$ cat src/rtl/uart_pkg.sv
// Shared UART definitions: default widths/divisors for the baud generator
// and a constant-foldable ceil(log2) helper for counter sizing.
package uart_pkg;

    localparam int CNT_W_DEF   = 16;
    localparam int DEF_DIV_DEF = 325;
    localparam int OSR_DEF     = 16;

    // Smallest r with 2**r >= value; usable in parameter expressions.
    function automatic int clog2(input int value);
        int r;
        r = 0;
        while ((1 << r) < value) r++;
        return r;
    endfunction

endpackage

$ cat src/rtl/baud_prescaler.sv
// Baud prescaler: counts 1..div_act and emits a combinational wrap strobe
// at the period boundary. Owns the active divisor, the shadow/pending
// reload handshake and, with BAUD_FRAC_DIV_EN defined, the 4-bit
// fractional phase accumulator that stretches a period by one cycle on carry.
module baud_prescaler
    import uart_pkg::*;
#(
    parameter int CNT_W   = CNT_W_DEF,
    parameter int DEF_DIV = DEF_DIV_DEF
) (
    input  logic             inp_clk,
    input  logic             rst,
    input  logic             en,
    input  logic             sync_clr,
    input  logic [CNT_W-1:0] div_in,
    input  logic             div_load,
`ifdef BAUD_FRAC_DIV_EN
    input  logic [3:0]       frac_in,
`endif
    output logic             wrap,
    output logic [CNT_W-1:0] div_act,
    output logic             div_ack
);

    // One extra bit so a stretched period of max divisor + 1 cannot overflow.
    localparam int EW = CNT_W + 1;

    logic [EW-1:0]    cnt;
    logic [EW-1:0]    eff_div;
    logic [CNT_W-1:0] shadow;
    logic [CNT_W-1:0] next_div;
    logic             pending;
    logic             apply;
    logic             extra;

`ifdef BAUD_FRAC_DIV_EN
    logic [3:0]       acc;
`endif

    // Effective period length, wrap detection and divisor hand-over decision.
    always_comb begin
        eff_div = (div_act == '0) ? EW'(1) : {1'b0, div_act};
        if (extra) eff_div = eff_div + EW'(1);
        // >= rather than == so a divisor shrunk while idle still wraps promptly
        wrap     = en && !sync_clr && (cnt >= eff_div);
        // A fresh strobe wins over the shadow; when idle the load is immediate.
        apply    = (div_load && (sync_clr || !en || wrap)) ||
                   (pending && (sync_clr || wrap));
        next_div = div_load ? div_in : shadow;
    end

    // Divisor shadow/pending handshake; div_ack lines up with the os_tick.
    always_ff @(posedge inp_clk or negedge rst) begin
        if (!rst) begin
            div_act <= CNT_W'(DEF_DIV);
            shadow  <= '0;
            pending <= 1'b0;
            div_ack <= 1'b0;
        end else begin
            div_ack <= apply;
            if (apply) begin
                div_act <= next_div;
                pending <= 1'b0;
            end else if (div_load) begin
                shadow  <= div_in;
                pending <= 1'b1;
            end
        end
    end

    // Prescaler counter: reload to 1 on wrap or phase clear, hold when idle.
    always_ff @(posedge inp_clk or negedge rst) begin
        if (!rst) begin
            cnt <= EW'(1);
        end else if (sync_clr || wrap) begin
            cnt <= EW'(1);
        end else if (en) begin
            cnt <= cnt + EW'(1);
        end
    end

`ifdef BAUD_FRAC_DIV_EN
    // Phase accumulator: a carry stretches the following period by one cycle.
    always_ff @(posedge inp_clk or negedge rst) begin
        if (!rst) begin
            acc   <= '0;
            extra <= 1'b0;
        end else if (sync_clr) begin
            acc   <= '0;
            extra <= 1'b0;
        end else if (wrap) begin
            {extra, acc} <= {1'b0, acc} + {1'b0, frac_in};
        end
    end
`else
    assign extra = 1'b0;
`endif

endmodule

$ cat src/rtl/baud_tick_gen.sv
// Baud tick generator top: wraps the prescaler and adds the oversample
// counter, registered os_tick/bit_tick and the legacy baud_clk square wave.
// Optional macro BAUD_FRAC_DIV_EN adds frac_in and fractional division.
module baud_tick_gen
    import uart_pkg::*;
#(
    parameter int CNT_W   = CNT_W_DEF,
    parameter int DEF_DIV = DEF_DIV_DEF,
    parameter int OSR     = OSR_DEF
) (
    input  logic             inp_clk,
    input  logic             rst,
    input  logic             en,
    input  logic             sync_clr,
    input  logic [CNT_W-1:0] div_in,
    input  logic             div_load,
`ifdef BAUD_FRAC_DIV_EN
    input  logic [3:0]       frac_in,
`endif
    output logic             div_ack,
    output logic [CNT_W-1:0] div_act,
    output logic             os_tick,
    output logic             bit_tick,
    output logic             baud_clk
);

    localparam int            OS_W    = (clog2(OSR) < 1) ? 1 : clog2(OSR);
    localparam logic [OS_W-1:0] OS_LAST = OS_W'(OSR - 1);

    logic            wrap;
    logic [OS_W-1:0] os_cnt;

    baud_prescaler #(
        .CNT_W   (CNT_W),
        .DEF_DIV (DEF_DIV)
    ) u_prescaler (
        .inp_clk  (inp_clk),
        .rst      (rst),
        .en       (en),
        .sync_clr (sync_clr),
        .div_in   (div_in),
        .div_load (div_load),
`ifdef BAUD_FRAC_DIV_EN
        .frac_in  (frac_in),
`endif
        .wrap     (wrap),
        .div_act  (div_act),
        .div_ack  (div_ack)
    );

    // Registered ticks, modulo-OSR oversample count and baud_clk toggle.
    always_ff @(posedge inp_clk or negedge rst) begin
        if (!rst) begin
            os_cnt   <= '0;
            os_tick  <= 1'b0;
            bit_tick <= 1'b0;
            baud_clk <= 1'b0;
        end else begin
            // wrap is already suppressed during sync_clr and while en=0
            os_tick  <= wrap;
            bit_tick <= wrap && (os_cnt == OS_LAST);
            if (sync_clr) begin
                os_cnt   <= '0;
                baud_clk <= 1'b0;
            end else if (wrap) begin
                os_cnt   <= (os_cnt == OS_LAST) ? '0 : os_cnt + OS_W'(1);
                baud_clk <= ~baud_clk;
            end
        end
    end

endmodule
$ cat config.mk
export PLATFORM = sky130hd
export DESIGN_NAME = baud_tick_gen
export DESIGN_NICKNAME = d
export VERILOG_FILES = /design/src/rtl/uart_pkg.sv /design/src/rtl/baud_prescaler.sv /design/src/rtl/baud_tick_gen.sv
export SDC_FILE = /design/constraint.sdc
export NUM_CORES = 1
export LEC_CHECK = 0
export CAP_MARGIN = 0
export CORE_MARGIN = 2
export CORE_UTILIZATION = 55
export CTS_CLUSTER_SIZE = 8
export DETAILED_ROUTE_END_ITERATION = 6
export GPL_ROUTABILITY_DRIVEN = 0
export HOLD_SLACK_MARGIN = 0.03
export PLACE_DENSITY = 0.85
export SETUP_SLACK_MARGIN = 0.15
export SLEW_MARGIN = 30
export SYNTH_ARGS = -nofsm -noshare
export SYNTH_HDL_FRONTEND = slang
export SYNTH_SLANG_ARGS = --single-unit
$ cat constraint.sdc
create_clock -name inp_clk -period 3.1 [get_ports inp_clk]
set_input_delay 0.62 -clock inp_clk [delete_from_list [all_inputs] [get_ports inp_clk]]
set_output_delay 0.62 -clock inp_clk [all_outputs]
set_load 0.01 [all_outputs]
==> parameters.txt <==
Parameter                              Value

Status
  Outcome ... finished, final reports clean

Pwr
  Leak pwr ... 1.960 nW
  Worst vdd rail ir drop ... 0.4726 mV
  Part of the total power dissipated in combinational logic ... approximately a quarter
  Reported net switching power ... 0.6945 mW
  Share of power burned in the clock network ... 36.5%
  Switching share of power ... 28.78%
  Cell Pwr Density ... about 590 nW/µm²
  Cell-internal power ... 1.719 mW
  Part of the power in registers ... 40.0%
  Total Power ... 2.413 mW

Worst setup path
  Worst R2R End ... u_prescaler.shadow[5]$_DFFE_PN0N_
  Critical path launch point type ... flop
  Crit Path Class ... flop to flop
  WP data arrival ... 3250 ps
  CP required ... 3330 ps
  Beginning of the worst register-to-register path ... u_prescaler.div_act[5]$_DFFE_PN0P_
  Register-to-register setup slack ... 80 ps
  Worst reg2reg path depth ... 13
  Worst Setup EP ... u_prescaler.shadow[5]$_DFFE_PN0N_
  Critical path capture point type ... flop
  Worst setup startpoint ... u_prescaler.div_act[5]$_DFFE_PN0P_
  Maximum fanout count along the critical path ... 8

Synthesis
  Area share of xor/xnor cells in the synthesized design ... 0.8333%
  Top cell type by total area after synthesis ... dfrtp_1
  Share of async-settable or async-resettable flops after synthesis ... 100.0%
  Most common cell in the synthesized netlist ... dfrtp_1
  Synthesized-area fraction occupied by adder cells ... 7.143%
  Number of enable-type register cells in the synthesized netlist ... 0
  Post-synth cell types ... 48
  Instance count of the mapped netlist ... 280
  Fraction of post-synthesis cell area in the top cell type by area ... 42.06%
  Top post-synthesis cells by area ... dfrtp_1 (42%), mux2i_1 (9.8%), ha_1 (7.1%)
  Synth Flop Type ... dfrtp_1
  Largest family of logic cells by synthesized area ... multiplexers
  Proportion of synthesized area in mux cells ... 17.46%
  Avg Inst Size Synth ... 11.26 µm²
  Commonest cells in the netlist ... dfrtp_1 (53), mux2i_1 (31), nand2_1 (20)
  Compound-Gate Fraction of Synth Area ... 10.83%
  Seq/Total Area, Yosys ... a little under half
  Share of synthesized cell area in and, or, nand and nor gates ... a little over an eighth
  Yosys synthesis warning count ... 0
  Number of nets in the synthesized netlist ... 319
  Synthesized cell area ... approximately 3200 µm²
  Number of synthesized register bits ... 58

CTS
  Number of hold-repair buffers added at the cts stage ... 0
  Number of H-tree levels ... 3
  Latest clock arrival within the worst-skew pair ... 350 ps
  Clock-pin slew reported for the worst setup and hold paths after clock tree synthesis ... about 70 ps
  TritonCTS buffer count ... 9
  CTS tree ... built
  Clock root buffer ... clkbuf_8
  TritonCTS sink count ... 58
  Buffer depth of the longest clock path ... 2

Timing
  Headroom to the max-slew limit ... 60.33%
  Worst slew pin tran ... 593.2 ps
  Unrepaired setup endpoints after global routing ... true
  Crit path time final ... 3020 ps
  Layout Skew ... ~10 ps
  Final max-slew violation count ... 0
  Maximum operating frequency ... roughly 0.33 GHz
  Final Setup Violations ... 0
  Final period util ... between 90 and 100%
  Final Hold Fails ... 0

Cells and area
  Count of filler cells inserted in the layout ... between 300 and 400
  Number of antenna repair diodes ... 0
  Count of placed standard cells in the final layout, fillers left out ... about 420
  Layout cells sized above 1 ... 24.00%
  Number of nets in the layout ... 384
  Layout overhead on the synthesized area ... 30.67%

Place
  DP Cell Count ... about 390
  Placed wire-length estimate after detailed placement ... a little under 5000 µm
  Total of buffers placed on input and output ports ... 40

Hold path
  Type of the most critical hold path ... input port to asynchronous set/reset pin

GRT
  Remaining Overflow, GRT ... 0
  Number of antenna violations at the first check in global routing ... 0
  Overall routing resource usage ... 24.51%
  GR Util met1 ... roughly a third
  Number of global-route vias before repair ... approximately 2400
  Global-route wire length before repair ... 11790 µm
  Pin count of the biggest net entering global routing ... 27
  Global-route met2 utilization ... 38.24%
  Global routing usage on met3 ... 5.656%
  Busiest metal layer after global routing ... met2

Floorplan
  Placeable Area ... approximately 5500 µm²
  Die Outline Area ... 6354 µm²
  Vertical extent of the die ... 79.72 µm
  Horizontal die dimension ... 79.72 µm
  Num rows ... 27
  Initial standard-cell utilization of the core ... 57.26%
  Count of pins on the block boundary ... between 40 and 50

Drt
  DRC violation count after routing ... 0
  Vias post-DR ... between 2000 and 3000
  Detailed-route wire length per cell ... 19.07 µm
  Routed wire length ... roughly 8000 µm
  Number of detailed-route iterations in the first pass ... 5
  Via density per instance ... 6.114
  DRT iter0 DRCs ... 327
  Post-DRT Antenna Nets ... 0

Flow run
  Max-Cap Viols ... 0
## layout make-up
class	count	area (µm²)	share of cell area, %
Inverter	19	71.32	1.731
Clock buffer	9	123.9	3.006
Sequential cell	58	1459	35.41
Multi-Input combinational cell	193	1630	39.57
Timing Repair Buffer	64	620.6	15.06
Clock inverter	7	125.1	3.037
Tap cell	72	90.09	2.186
## registers in the layout, indices dropped and copies added (netlist names)
register and flops:
u_prescaler.cnt 17, u_prescaler.div_act 16, u_prescaler.shadow 16, os_cnt 4
baud_clk 1, bit_tick 1, os_tick 1, u_prescaler.div_ack 1
u_prescaler.pending 1
## kinds of logic (layout without fill, tap and decap cells)
| family | after synthesis | in the layout |
|---|---|---|
| AND/OR/NAND/NOR | 76 | 76 |
| flip-flops | 58 | 58 |
| multiplexers | 49 | 49 |
| AO/OA/AOI/OAI | 47 | 47 |
| buffers and inverters | 29 | 99 |
| adder cells (fa/ha/maj) | 18 | 18 |
| XOR/XNOR | 3 | 3 |
## how the worst min path moves through the flow
stage	from	to	slack [ps]
after global routing	rst	u_prescaler.cnt[16]$_DFFE_PN0P_	330
after CTS	rst	bit_tick$_DFF_PN0_	290
final	rst	bit_tick$_DFF_PN0_	270
after detailed placement	u_prescaler.shadow[3]$_DFFE_PN0N_	u_prescaler.shadow[3]$_DFFE_PN0N_	490
after floorplan	rst	baud_clk$_DFFE_PN0N_	320
after global placement	u_prescaler.shadow[3]$_DFFE_PN0N_	u_prescaler.shadow[3]$_DFFE_PN0N_	490
## per-layer routing
metal,share of wire (%),vias to the layer above
met5,0,-
met4,4.0,0
met3,5.4,38
met2,49,121
met1,41,1267
li1,-,1154
## power by group through the flow
| stage | Combinational (mW) | Sequential, mW | Clock (mW) |
|---|---|---|---|
| after global routing | 0.612 | 0.976 | 0.919 |
| after floorplan | 0.266 | 0.968 | 0 |
| after detailed placement | 0.511 | 0.959 | 0 |
| after CTS | 0.522 | 0.948 | 0.885 |
| final | 0.567 | 0.965 | 0.881 |
| after global placement | 0.495 | 0.954 | 0 |
## repair_timing
item	in CTS	in global routing
gates resized for setup	1	16
endpoints found under the hold margin	0	0
setup endpoints to repair	19	44
pin swaps	0	7
buffers inserted	2	15
cloned	0	0
## layout by cell type, fill, tap and decap left out, types with 5 or more instances in the layout
cell	instances
a21oi_1	8
o21ai_0	11
ha_1	18
nand3_1	15
inv_1	19
mux2_4	10
clkbuf_8	9
and3_1	5
nand2_1	19
dfstp_2	5
mux2i_1	31
dfrtp_1	52
nor2_1	13
clkdlybuf4s50_1	39
o311ai_1	5
buf_4	19
mux2_2	7
## worst max-delay path, stage by stage, from the launching register on
cell and delay (ps):
dfrtp_1 410, nor4_2 360, a41o_1 240, ha_1 230, nor2b_1 150, o21ai_1 90, a31oi_2 180, o41ai_4 100
buf_4 160, nor3_4 220, buf_6 160, nand3_4 100, buf_12 190, mux2_4 290
## per-stage QoR
| stage | setup TNS [ps] | hold WS, ps | utilization [%] | cell area, µm² | setup WS (ps) |
|---|---|---|---|---|---|
| floorplan | 0 | 324.4 | - | 3153 | 456.6 |
| global placement | 0 | 486.5 | 66.23 | 3647 | 267.0 |
| detailed placement | 0 | 491.7 | 66.23 | 3647 | 30.75 |
| CTS | 0 | 290.8 | 71.53 | 3939 | 133.0 |
| global route | -272.7 | 332.2 | 74.82 | 4120 | -36.15 |
| finish | 0 | 271.4 | 74.82 | 4120 | 79.50 |
Note: power is estimated with default switching activity, not from simulation.
